[src/rtl/maze_port_arbiter.sv]
// Two-client round-robin arbiter in front of a 1-bit-per-cell maze memory.
// Write: ack one cycle after selection. Read: strobe after one, ack+rdata after two.
// Clients hold req until ack; at most one transaction is in flight.
module maze_port_arbiter #(
    parameter int N_CLI = 2
) (
    input  logic       clk,
    input  logic       rst,
    input  logic       c0_req,
    input  logic       c1_req,
    input  logic       c0_we,
    input  logic       c1_we,
    input  logic [5:0] c0_row,
    input  logic [5:0] c0_col,
    input  logic [5:0] c1_row,
    input  logic [5:0] c1_col,
    input  logic       c0_done,
    input  logic       c1_done,
    output logic       c0_ack,
    output logic       c1_ack,
    output logic       c0_rdata,
    output logic       c1_rdata,
    output logic [5:0] row,
    output logic [5:0] col,
    output logic       maze_oe,
    output logic       maze_we,
    input  logic       maze_in,
    output logic       busy
);
    localparam int OW = $clog2(N_CLI);

    localparam logic [1:0] IDLE  = 2'd0;
    localparam logic [1:0] ISSUE = 2'd1;
    localparam logic [1:0] RDATA = 2'd2;

    logic [1:0]    state;
    logic [OW-1:0] owner;
    logic [OW-1:0] last;
    logic [OW-1:0] win;
    logic          we_q;
    logic [5:0]    row_q;
    logic [5:0]    col_q;
    logic [1:0]    rd_q;
    logic          elig0;
    logic          elig1;
    logic          in_issue;
    logic          in_rdata;
    logic          finish;

    assign elig0 = c0_req & ~c0_done;
    assign elig1 = c1_req & ~c1_done;
    // On a tie the client not served last wins; otherwise the lone eligible one.
    assign win   = (elig0 & elig1) ? ~last : OW'(elig1);

    always_ff @(posedge clk) begin
        if (rst) begin
            state <= IDLE;
            owner <= '0;
            last  <= OW'(1);
            we_q  <= 1'b0;
            row_q <= '0;
            col_q <= '0;
            rd_q  <= '0;
        end else begin
            case (state)
                IDLE: begin
                    if (elig0 | elig1) begin
                        owner <= win;
                        last  <= win;
                        we_q  <= (win == '0) ? c0_we  : c1_we;
                        row_q <= (win == '0) ? c0_row : c1_row;
                        col_q <= (win == '0) ? c0_col : c1_col;
                        state <= ISSUE;
                    end
                end
                ISSUE:   state <= we_q ? IDLE : RDATA;
                RDATA: begin
                    rd_q[owner] <= maze_in;
                    state       <= IDLE;
                end
                default: state <= IDLE;
            endcase
        end
    end

    // Strobes, acks and the live rdata path are squashed while rst is high so
    // a transaction interrupted by reset produces nothing.
    assign in_issue = (state == ISSUE) & ~rst;
    assign in_rdata = (state == RDATA) & ~rst;
    assign finish   = (in_issue & we_q) | in_rdata;

    assign maze_we  = in_issue & we_q;
    assign maze_oe  = in_issue & ~we_q;
    assign c0_ack   = finish & (owner == '0);
    assign c1_ack   = finish & (owner != '0);
    assign c0_rdata = rst ? 1'b0 : ((in_rdata & (owner == '0)) ? maze_in : rd_q[0]);
    assign c1_rdata = rst ? 1'b0 : ((in_rdata & (owner != '0)) ? maze_in : rd_q[1]);
    assign row      = row_q;
    assign col      = col_q;
    assign busy     = (state != IDLE);
endmodule

[config.mk]
export PLATFORM = sky130hd
export DESIGN_NAME = maze_port_arbiter
export DESIGN_NICKNAME = d
export VERILOG_FILES = /design/src/rtl/maze_port_arbiter.sv
export SDC_FILE = /design/constraint.sdc
export NUM_CORES = 1
export LEC_CHECK = 0
export ABC_AREA = 1
export BUFFER_PORTS_ARGS = -buffer_cell sky130_fd_sc_hd__buf_2
export CAP_MARGIN = 20
export CORE_UTILIZATION = 41
export CTS_CLUSTER_DIAMETER = 50
export DETAILED_ROUTE_END_ITERATION = 6
export GPL_ROUTABILITY_DRIVEN = 1
export PLACE_DENSITY = 0.75
export SLEW_MARGIN = 10
export SYNTH_ARGS = -nofsm -noshare
export SYNTH_HDL_FRONTEND = slang
export SYNTH_SLANG_ARGS = --single-unit
[constraint.sdc]
create_clock -name clk -period 1.2 [get_ports clk]
set_clock_uncertainty 0.1 [all_clocks]
set_input_delay 0.12 -clock clk [delete_from_list [all_inputs] [get_ports clk]]
set_output_delay 0.12 -clock clk [all_outputs]
set_load 0.01 [all_outputs]
==> flow_metrics.py, run 1 <==
metrics = {
    "outcome": {
        "status": "complete, but fails checks",
        "violations": "setup timing",
    },
    "detailed_routing": {
        "drtIter0Drc": 16,
        "ant_nets": 0,
        "drtPass1Iterations": 4,
        "wl_per_cell_um": 9.75,
        "num_vias": 1192,
        "viasPerCell": 4.53,
        "wirelength_um": 2570,
        "drc": 0,
    },
    "worst_hold_path": {
        "hold_depth": 3,
        "min_from": "maze_in",
        "min_path_type": "in2reg",
        "holdPathEnd": "rd_q[1]$_SDFFE_PP0P_",
    },
    "sta": {
        "setup_slack_ns": -0.368,
        "setup_viol": 22,
        "rsz0062_at_grt": "true",
        "tightest_slew_ns": 0.443,
        "fin_crit_sh_pct": 131,
        "max_freq_ghz": 0.638,
        "period_needed_ns": 1.57,
        "slew_violations": 0,
        "slew_headroom_pct": 70.5,
        "final-hold-violation-count": 0,
    },
    "die": {
        "start_util_pct": 43.8,
        "io_pins": 52,
        "row_count": 18,
        "fp.dieW_um": 53.7,
        "design.core.area_um2": 2500,
        "dieArea_um2": 2880,
        "dieHeight_um": 53.7,
    },
    "power_and_ir_drop": {
        "peakVddDrop_mv": 0.642,
        "power.density_nw_per_um2": 960,
        "pwr-share-comb_pct": 33.0,
        "power_mw": 1.56,
        "pwr-share-clk_pct": 21.1,
        "switching_share_pct": 32.3,
        "p_sw_mw": 0.503,
        "seq_power_share_pct": 45.8,
        "p_int_mw": 1.06,
        "power_leakage_nw": 0.837,
    },
    "placed_design": {
        "dp_slack_ns": -0.0792,
        "port_buffers": 51,
        "dp.cells": 255,
        "dpl.hpwl_um": 1900,
        "finalWeightedCongestion": 0.727,
        "place_area_um2": 1460,
    },
    "global_route": {
        "grt_use_total_pct": 19.8,
        "grt_antenna_before_repair": 0,
        "first_global_vias": 1065,
        "grt_pass1_wl_um": 4130,
        "gr-total-overflow": 0,
        "grt_max_degree": 28,
    },
    "worst_setup_path": {
        "cp-end-kind": "primary output",
        "reg2reg_setup_slack_ns": -0.28,
        "critPathLaunchType": "register",
        "crit_type": "reg2out",
        "path_max_fanout": 5,
        "required_ns": 0.98,
        "reg2reg_depth": 9,
        "crit_path_start": "state[0]$_SDFFE_PP0P_",
        "arrival_ns": 1.35,
        "rr_endpoint": "col[2]$_SDFFE_PP0P_",
        "r2r-start": "state[0]$_SDFFE_PP0P_",
    },
    "finish": {
        "final_area_um2": 1620,
        "drive_gt1_share_pct": 43.3,
        "final_common_cell": "buf_2",
        "syn2layout_area_growth_pct": 48.2,
        "fillers": 246,
        "fin_cells": 263,
        "diodes": 0,
        "mostFrequentLayoutCells": "buf_2, nand2_1, nor2_1",
        "nets": 267,
    },
    "clock_network": {
        "h-tree-depth": 1,
        "cts_tree": "built",
        "cts.sinks": 19,
        "root_buffer": "clkbuf_4",
        "cts.clk_slew.worst_paths_ns": 0.10,
        "hold_buffers": 0,
        "cts_max_path_buffers": 2,
        "clock_latency_ns": 0.30,
        "cts_made_buffers": 3,
    },
    "logic_synthesis": {
        "yosys_warnings": 0,
        "synthesis.area_um2": 1100,
        "ys_top_cells_by_area": "dfxtp_1, nand2_1, nor2_1",
        "synth-seq-cells": 19,
        "synthCells": 171,
        "ys_seq_area_share_pct": 34.7,
        "synth_fp_nets": 204,
        "yosys.area.top_type_share_pct": 34.7,
        "yosysUniqueCellTypes": 19,
        "yosys.area.top_type": "dfxtp_1",
        "syn_area_per_cell_um2": 6.41,
    },
    "flow_run": {
        "drv_cap": 0,
    },
}
worst max path at each step:
| stage | endpoint | slack [ns] | depth (start not counted) |
|---|---|---|---|
| after floorplan | c0_ack | 0.002 | 7 |
| after global placement | c1_rdata | -0.07 | 5 |
| after detailed placement | c1_rdata | -0.08 | 5 |
| after CTS | c1_rdata | -0.38 | 4 |
| after global routing | c1_rdata | -0.47 | 4 |
| final | c1_rdata | -0.37 | 4 |
worst max-delay path, cell delays in order, from the launching register on:
cell and delay [ns]:
dfxtp_4 0.37, nor3_4 0.25, nand3_1 0.13, a21oi_1 0.16
buf_2 0.14
metal layers:
metal	wire length, um	GRT usage [%]	part of all wire [%]	vias up
li1	-	-	-	652
met1	1090	21.7	43	504
met2	1300	36.0	51	32
met3	143	3.39	5.6	4
met4	34	9.65	1.3	0
met5	0	0	0	-
power by group through the flow:
stage / Clock (mW) / Combinational, mW / Sequential (mW)
global route: 0.359 / 0.576 / 0.724
floorplan: 0 / 0.249 / 0.751
CTS: 0.338 / 0.472 / 0.714
global placement: 0 / 0.428 / 0.732
detailed placement: 0 / 0.434 / 0.732
finish: 0.329 / 0.515 / 0.714
kinds of logic (layout without fill, tap and decap cells):
family,Yosys count,in the layout,synth area share (%)
and+or+nand+nor,104,104,40.8
buffers and inverters,29,91,11.9
AOI/OAI and AO/OA,19,19,12.7
DFF,19,19,34.7
area by class of cell:
| cell class | instances | area (um2) | share of cell area, % |
|---|---|---|---|
| clock buffers | 4 | 26.3 | 1.62 |
| well taps | 30 | 37.5 | 2.31 |
| inverters | 21 | 78.8 | 4.85 |
| repair buffers | 66 | 425 | 26.2 |
| flip-flops and latches | 19 | 385 | 23.7 |
| multi-input cells | 123 | 671 | 41.3 |
sequential cells by signal, summed over array words and instances, names as in the netlist:
signal,cells
last,1
col,6
row,6
we_q,1
state,2
rd_q,2
owner,1
cells in the mapped netlist:
cell type / number
buf_2: 4
a21oi_4: 1
nand4_1: 1
a21oi_1: 5
inv_2: 2
dfxtp_1: 19
nand2_1: 47
nand3_1: 16
nor2_1: 34
nor2_4: 1
nor3_4: 1
clkbuf_2: 1
buf_4: 2
nand3_2: 1
buf_6: 1
a21boi_0: 7
nand2_2: 3
a21boi_1: 6
inv_1: 19
metrics by stage:
step	utilization (%)	hold WS, ns	TNS (ns)
floorplan	-	0.209	0
global route	65.0	0.0388	-7.35
CTS	61.8	0.0166	-3.97
global placement	58.3	0.338	-0.179
detailed placement	58.3	0.341	-0.489
finish	65.0	0.0218	-5.56
what timing repair did:
item / 4_1_cts / 5_1_grt
setup endpoints to repair: 20 / 23
gates resized for setup: 9 / 23
pin swaps: 4 / 14
buffers inserted: 3 / 1
No activity file was read; power rests on OpenSTA's default activity.
==> run 2: changes to the inputs <==
--- a/config.mk
+++ b/config.mk
@@ -5,14 +5,13 @@
 export SDC_FILE = /design/constraint.sdc
 export NUM_CORES = 1
 export LEC_CHECK = 0
-export ABC_AREA = 1
 export BUFFER_PORTS_ARGS = -buffer_cell sky130_fd_sc_hd__buf_2
 export CAP_MARGIN = 20
-export CORE_UTILIZATION = 41
+export CORE_UTILIZATION = 38
 export CTS_CLUSTER_DIAMETER = 50
 export DETAILED_ROUTE_END_ITERATION = 6
 export GPL_ROUTABILITY_DRIVEN = 1
-export PLACE_DENSITY = 0.75
+export PLACE_DENSITY = 0.73
 export SLEW_MARGIN = 10
 export SYNTH_ARGS = -nofsm -noshare
 export SYNTH_HDL_FRONTEND = slang
==> run 2 against run 1 <==
  * The flow finishes with violations (hold timing, setup timing)
  * Sequential cell count is the same
  * Area after synthesis shrank 17%
  * Die area shrank 10%
  * Fmax shrank 4.7%
  * Clock-buffer cell count shrank 1
  * Cell count shrank 13%
  * Critical path depth is the same
  * Synthesized cell count shrank 36%
  * Largest power group unchanged
==> flow_metrics.py, run 2 <==
metrics = {
    "outcome": {
        "status": "complete, but fails checks",
        "violations": "hold timing, setup timing",
    },
    "logic_synthesis": {
        "synth_flop_cell": "dfxtp_1",
        "ys_async_sr_fraction_pct": 0,
        "yosys_warnings": 0,
        "ys_seq_area_share_pct": 41.8,
        "synth_edf_count": 0,
        "yosysUniqueCellTypes": 26,
        "yosys.area.top_type_share_pct": 41.8,
        "synthCells": 109,
        "synth-seq-cells": 19,
        "ys_top_cells_by_area": "dfxtp_1, nand2_1, a311oi_1",
        "syn_area_per_cell_um2": 8.36,
        "synth.most_common_cell": "nand2_1",
        "synth_top_cells_by_count": "nand2_1, dfxtp_1, nor2_1",
        "synth_fp_nets": 142,
        "yosys.area.top_type": "dfxtp_1",
        "synthesis.area_um2": 911,
    },
    "worst_setup_path": {
        "critPathSlowestCell": "dfxtp_2",
        "arrival_ns": 1.42,
        "path_cells": "buf_4, nand3b_1, a211oi_2, buf_2",
        "cp_num_buf_inv": 2,
        "crit_family": "flip-flops",
        "crit_type": "reg2out",
        "critPathMaxStageDelay_ns": 0.34,
        "critPathLaunchType": "register",
        "cp-end-kind": "primary output",
        "required_ns": 0.98,
        "path_max_fanout": 5,
    },
    "power_and_ir_drop": {
        "power_leakage_nw": 0.815,
        "power.density_nw_per_um2": 927,
        "seq_power_share_pct": 43.6,
        "pwr-share-clk_pct": 19.8,
        "peakVddDrop_mv": 0.715,
        "switching_share_pct": 30.2,
        "pwr-share-comb_pct": 36.6,
        "p_sw_mw": 0.507,
        "p_int_mw": 1.17,
    },
    "flow_run": {
        "drv_cap": 0,
    },
    "detailed_routing": {
        "wl_met3_um": 152,
        "ant_nets": 0,
        "drtPass1Iterations": 4,
        "num_vias": 1133,
        "drc": 0,
        "viasPerCell": 4.95,
        "drtIter0Drc": 16,
        "wirelength_um": 3100,
        "wl_met2_um": 1710,
        "wl_met1_um": 1240,
        "highest_layer": "met3",
        "wl_per_cell_um": 13.6,
    },
    "die": {
        "design.core.area_um2": 2230,
        "dieHeight_um": 51.0,
        "row_count": 17,
        "fp.dieW_um": 51.0,
        "start_util_pct": 40.8,
        "dieArea_um2": 2600,
        "io_pins": 52,
    },
    "finish": {
        "final_common_cell": "buf_2",
        "syn2layout_area_growth_pct": 98.9,
        "nets": 235,
        "drive_gt1_share_pct": 52.2,
        "fin_cells": 229,
        "diodes": 0,
        "mostFrequentLayoutCells": "buf_2, nand2_1, dlygate4sd3_1",
    },
    "sta": {
        "fin_crit_sh_pct": 137,
        "slew_violations": 0,
        "period_needed_ns": 1.64,
        "slew_headroom_pct": 75.7,
        "rsz0062_at_grt": "true",
        "final-hold-violation-count": 1,
        "timing.setup.tns_ns": -6.88,
        "setup_slack_ns": -0.445,
        "setup_viol": 23,
        "tightest_slew_ns": 0.365,
        "max_freq_ghz": 0.608,
        "holdWs_ns": -0.00580,
    },
    "global_route": {
        "gr-total-overflow": 0,
        "first_global_vias": 1119,
        "grt_pass1_wl_um": 4730,
        "grt_max_degree": 16,
        "grt_use_total_pct": 24.1,
        "grt_antenna_before_repair": 0,
    },
    "clock_network": {
        "clock_latency_ns": 0.30,
        "cts.sinks": 19,
        "root_buffer": "clkbuf_4",
        "cts_made_buffers": 3,
        "cts_max_path_buffers": 2,
        "cts.clk_slew.worst_paths_ns": 0.11,
        "h-tree-depth": 1,
        "cts_tree": "built",
        "hold_buffers": 26,
    },
    "placed_design": {
        "finalWeightedCongestion": 0.747,
        "dp.cells": 189,
        "dp_slack_ns": -0.215,
        "dpl.hpwl_um": 1770,
        "port_buffers": 51,
    },
    "worst_hold_path": {
        "min_path_type": "in2reg",
    },
}
==> run 2: cell count changes after synthesis, moves of 3 or more <==
| cell | change |
|---|---|
| nand2_1 | -19 |
| nor2_1 | -19 |
| inv_1 | -18 |
| nand3_1 | -16 |
| a311oi_1 | +11 |
| a21boi_0 | -7 |
| a21boi_1 | -6 |
| clkbuf_1 | +4 |
| nand2_2 | -3 |
==> run 2: routing by layer <==
| metal | vias up | GRT usage, % |
|---|---|---|
| li1 | 564 | - |
| met1 | 530 | 25.6 |
| met2 | 39 | 48.0 |
| met3 | 0 | 5.65 |
| met4 | 0 | 3.24 |
| met5 | - | 0 |
==> run 2: area by class of cell <==
class	count	area [um2]
Clock buffer	3	22.5
Clock inverter	1	5.00
Fill cell	159	422
Inverter	1	3.75
Multi-Input combinational cell	80	586
Sequential cell	19	383
Tap cell	28	35.0
Timing Repair Buffer	97	777
==> run 2: cell families (layout without fill, tap and decap cells) <==
group,after synthesis,after routing,share of synthesized area [%]
simple gates,56,56,29.0
compound gates,23,23,21.7
flops,19,19,41.8
buf+inv,10,102,6.46
mux,1,1,1.10
==> run 2: final timing paths <==
check	startpoint	to	slack (ns)	cells after the start
worst min-delay path	maze_in	rd_q[0]$_SDFFE_PP0P_	-0.006	3
worst min register to register	rd_q[0]$_SDFFE_PP0P_	rd_q[0]$_SDFFE_PP0P_	0.39	2
worst max-delay path	state[1]$_SDFFE_PP0P_	c1_ack	-0.44	4
worst max register to register	state[1]$_SDFFE_PP0P_	col[5]$_SDFFE_PP0P_	-0.39	7
==> run 2: metrics by stage <==
stage,area (um2),power (mW),utilization (%)
2_1_floorplan,930,0.949,-
3_3_place_gp,1270,1.10,57.0
3_5_place_dp,1270,1.12,57.0
4_1_cts,1760,1.65,78.9
5_1_grt,1810,1.78,81.1
6_report,1810,1.68,81.1
==> run 2: power by group through the flow <==
stage	Sequential [mW]	Combinational, mW	Clock, mW
after floorplan	0.751	0.198	0
after global placement	0.730	0.373	0
after detailed placement	0.734	0.383	0
after CTS	0.722	0.587	0.341
after global routing	0.740	0.661	0.377
final	0.733	0.615	0.332
==> run 2: worst reg2reg max path: cells and delay by family (launching register included) <==
kind            cells  cell delay [ns]
simple gates        2             0.29
buf+inv             3             0.32
flops               1             0.34
compound gates      2             0.48
==> run 2: repair_timing <==
| item | in CTS | in global routing |
|---|---|---|
| resized for setup | 21 | 21 |
| pin swaps | 6 | 9 |
| buffers inserted | 7 | 4 |
| endpoints found under the hold margin | 13 | 1 |
| endpoints found under the setup margin | 25 | 24 |
| gates cloned | 3 | 0 |
==> run 3: changes to the inputs <==
--- a/config.mk
+++ b/config.mk
@@ -12,6 +12,7 @@
 export DETAILED_ROUTE_END_ITERATION = 6
 export GPL_ROUTABILITY_DRIVEN = 1
 export PLACE_DENSITY = 0.73
+export SETUP_SLACK_MARGIN = 0.1
 export SLEW_MARGIN = 10
 export SYNTH_ARGS = -nofsm -noshare
 export SYNTH_HDL_FRONTEND = slang
==> run 3 against run 2 <==
  * The flow finishes with violations (setup timing)
  * Sequential share of layout area is 0.99 points higher
  * Die area stayed put
  * Critical path type unchanged
  * Sequential cell count stayed put
==> flow_metrics.py, run 3 (synthesis results as in run 2) <==
metrics = {
    "outcome": {
        "status": "complete, but fails checks",
        "violations": "setup timing",
    },
    "worst_hold_path": {
        "min_from": "c0_we",
        "holdPathEnd": "we_q$_SDFFE_PP0P_",
        "min_path_type": "in2reg",
        "hold_depth": 3,
    },
    "power_and_ir_drop": {
        "pwr-share-clk_pct": 19.9,
        "power_mw": 1.61,
        "pwr-share-comb_pct": 34.9,
        "power.density_nw_per_um2": 925,
        "power_leakage_nw": 0.789,
        "p_sw_mw": 0.465,
        "seq_power_share_pct": 45.2,
        "switching_share_pct": 29.0,
        "p_int_mw": 1.14,
        "peakVddDrop_mv": 0.659,
    },
    "worst_setup_path": {
        "path_max_fanout": 5,
        "rr_endpoint": "we_q$_SDFFE_PP0P_",
        "reg2reg_depth": 6,
        "r2r-start": "state[1]$_SDFFE_PP0P_",
        "reg2reg_setup_slack_ns": -0.31,
        "critPathLaunchType": "register",
        "required_ns": 0.98,
        "crit_type": "reg2out",
        "crit_path_start": "state[0]$_SDFFE_PP0P_",
        "cp-end-kind": "primary output",
        "arrival_ns": 1.43,
    },
    "detailed_routing": {
        "drtIter0Drc": 16,
        "wirelength_um": 2770,
        "num_vias": 1133,
        "drtPass1Iterations": 4,
        "viasPerCell": 5.01,
        "drc": 0,
        "ant_nets": 0,
        "wl_per_cell_um": 12.3,
    },
    "clock_network": {
        "root_buffer": "clkbuf_4",
        "h-tree-depth": 1,
        "cts_max_path_buffers": 2,
        "cts_made_buffers": 3,
        "cts_tree": "built",
        "clock_latency_ns": 0.29,
        "cts.sinks": 19,
        "cts.clk_slew.worst_paths_ns": 0.10,
    },
    "finish": {
        "diodes": 0,
        "final_common_cell": "buf_2",
        "regArea_um2": 384,
        "drive_gt1_share_pct": 51.0,
        "nets": 232,
        "mostFrequentLayoutCells": "buf_2, nand2_1, dlygate4sd3_1",
        "multi_input_area_um2": 549,
        "fillers": 156,
        "fin_cells": 226,
        "final_util_pct": 77.8,
        "syn2layout_area_growth_pct": 90.7,
        "final_area_um2": 1740,
    },
    "sta": {
        "setup_slack_ns": -0.452,
        "period_needed_ns": 1.65,
        "timing.setup.tns_ns": -6.51,
        "fin_crit_sh_pct": 138,
        "slew_headroom_pct": 79.3,
        "rsz0062_at_grt": "true",
        "holdWs_ns": 0.0125,
        "tightest_slew_ns": 0.311,
        "max_freq_ghz": 0.605,
        "setup_viol": 24,
        "slew_violations": 0,
        "final-hold-violation-count": 0,
    },
    "placed_design": {
        "dp.cells": 189,
        "port_buffers": 51,
        "place_area_um2": 1260,
        "finalWeightedCongestion": 0.796,
        "dp_slack_ns": -0.250,
        "dpl.hpwl_um": 1680,
    },
    "die": {
        "fp.dieW_um": 51.0,
        "design.core.area_um2": 2230,
        "start_util_pct": 40.8,
        "dieHeight_um": 51.0,
        "dieArea_um2": 2600,
        "row_count": 17,
        "io_pins": 52,
    },
    "global_route": {
        "grt_max_degree": 16,
        "grt_use_total_pct": 22.2,
        "first_global_vias": 1067,
        "grt_antenna_before_repair": 0,
        "gr-total-overflow": 0,
        "grt_pass1_wl_um": 4390,
    },
    "flow_run": {
        "drv_cap": 0,
    },
}
run 3: area by class of cell:
cell class / count / area share, %
Clock buffer: 3 / 1.30
Clock inverter: 1 / 0.288
Inverter: 1 / 0.216
Multi-Input combinational cell: 80 / 31.6
Sequential cell: 19 / 22.1
Tap cell: 28 / 2.02
Timing Repair Buffer: 94 / 42.4
run 3: per-layer routing:
| metal | part of all wire, % | up-vias | global-route usage [%] |
|---|---|---|---|
| met5 | 0 | - | 0 |
| met4 | 0.40 | 0 | 6.94 |
| met3 | 6.0 | 2 | 2.98 |
| met2 | 53 | 44 | 45.2 |
| met1 | 41 | 525 | 22.6 |
| li1 | - | 562 | - |
run 3: worst max-delay path by stage:
stage | endpoint | slack, ns | depth (start not counted)
after floorplan | we_q$_SDFFE_PP0P_ | -0.17 | 5
after CTS | c0_rdata | -0.45 | 6
final | c1_ack | -0.45 | 4
after global routing | c0_rdata | -0.52 | 6
after detailed placement | col[5]$_SDFFE_PP0P_ | -0.25 | 5
after global placement | we_q$_SDFFE_PP0P_ | -0.22 | 5
run 3: power by group through the flow:
stage	sequential, mW	combinational (mW)	clock (mW)
floorplan	0.752	0.198	0
global placement	0.729	0.372	0
detailed placement	0.733	0.377	0
CTS	0.721	0.511	0.331
global route	0.732	0.606	0.354
finish	0.725	0.561	0.320
run 3: what timing repair did:
item                                    CTS  global route
endpoints found under the hold margin    12             0
gates cloned                              1             0
endpoints found under the setup margin   25            26
pin swaps                                10             6
resized for setup                        16            18
setup buffers                             6             4
hold buffers                             24             0
run 3: worst max-delay path, stage by stage, from the launching register on:
cell      delay [ns]
dfxtp_2         0.34
buf_6           0.11
or2b_4          0.28
a211oi_1        0.24
buf_2           0.17
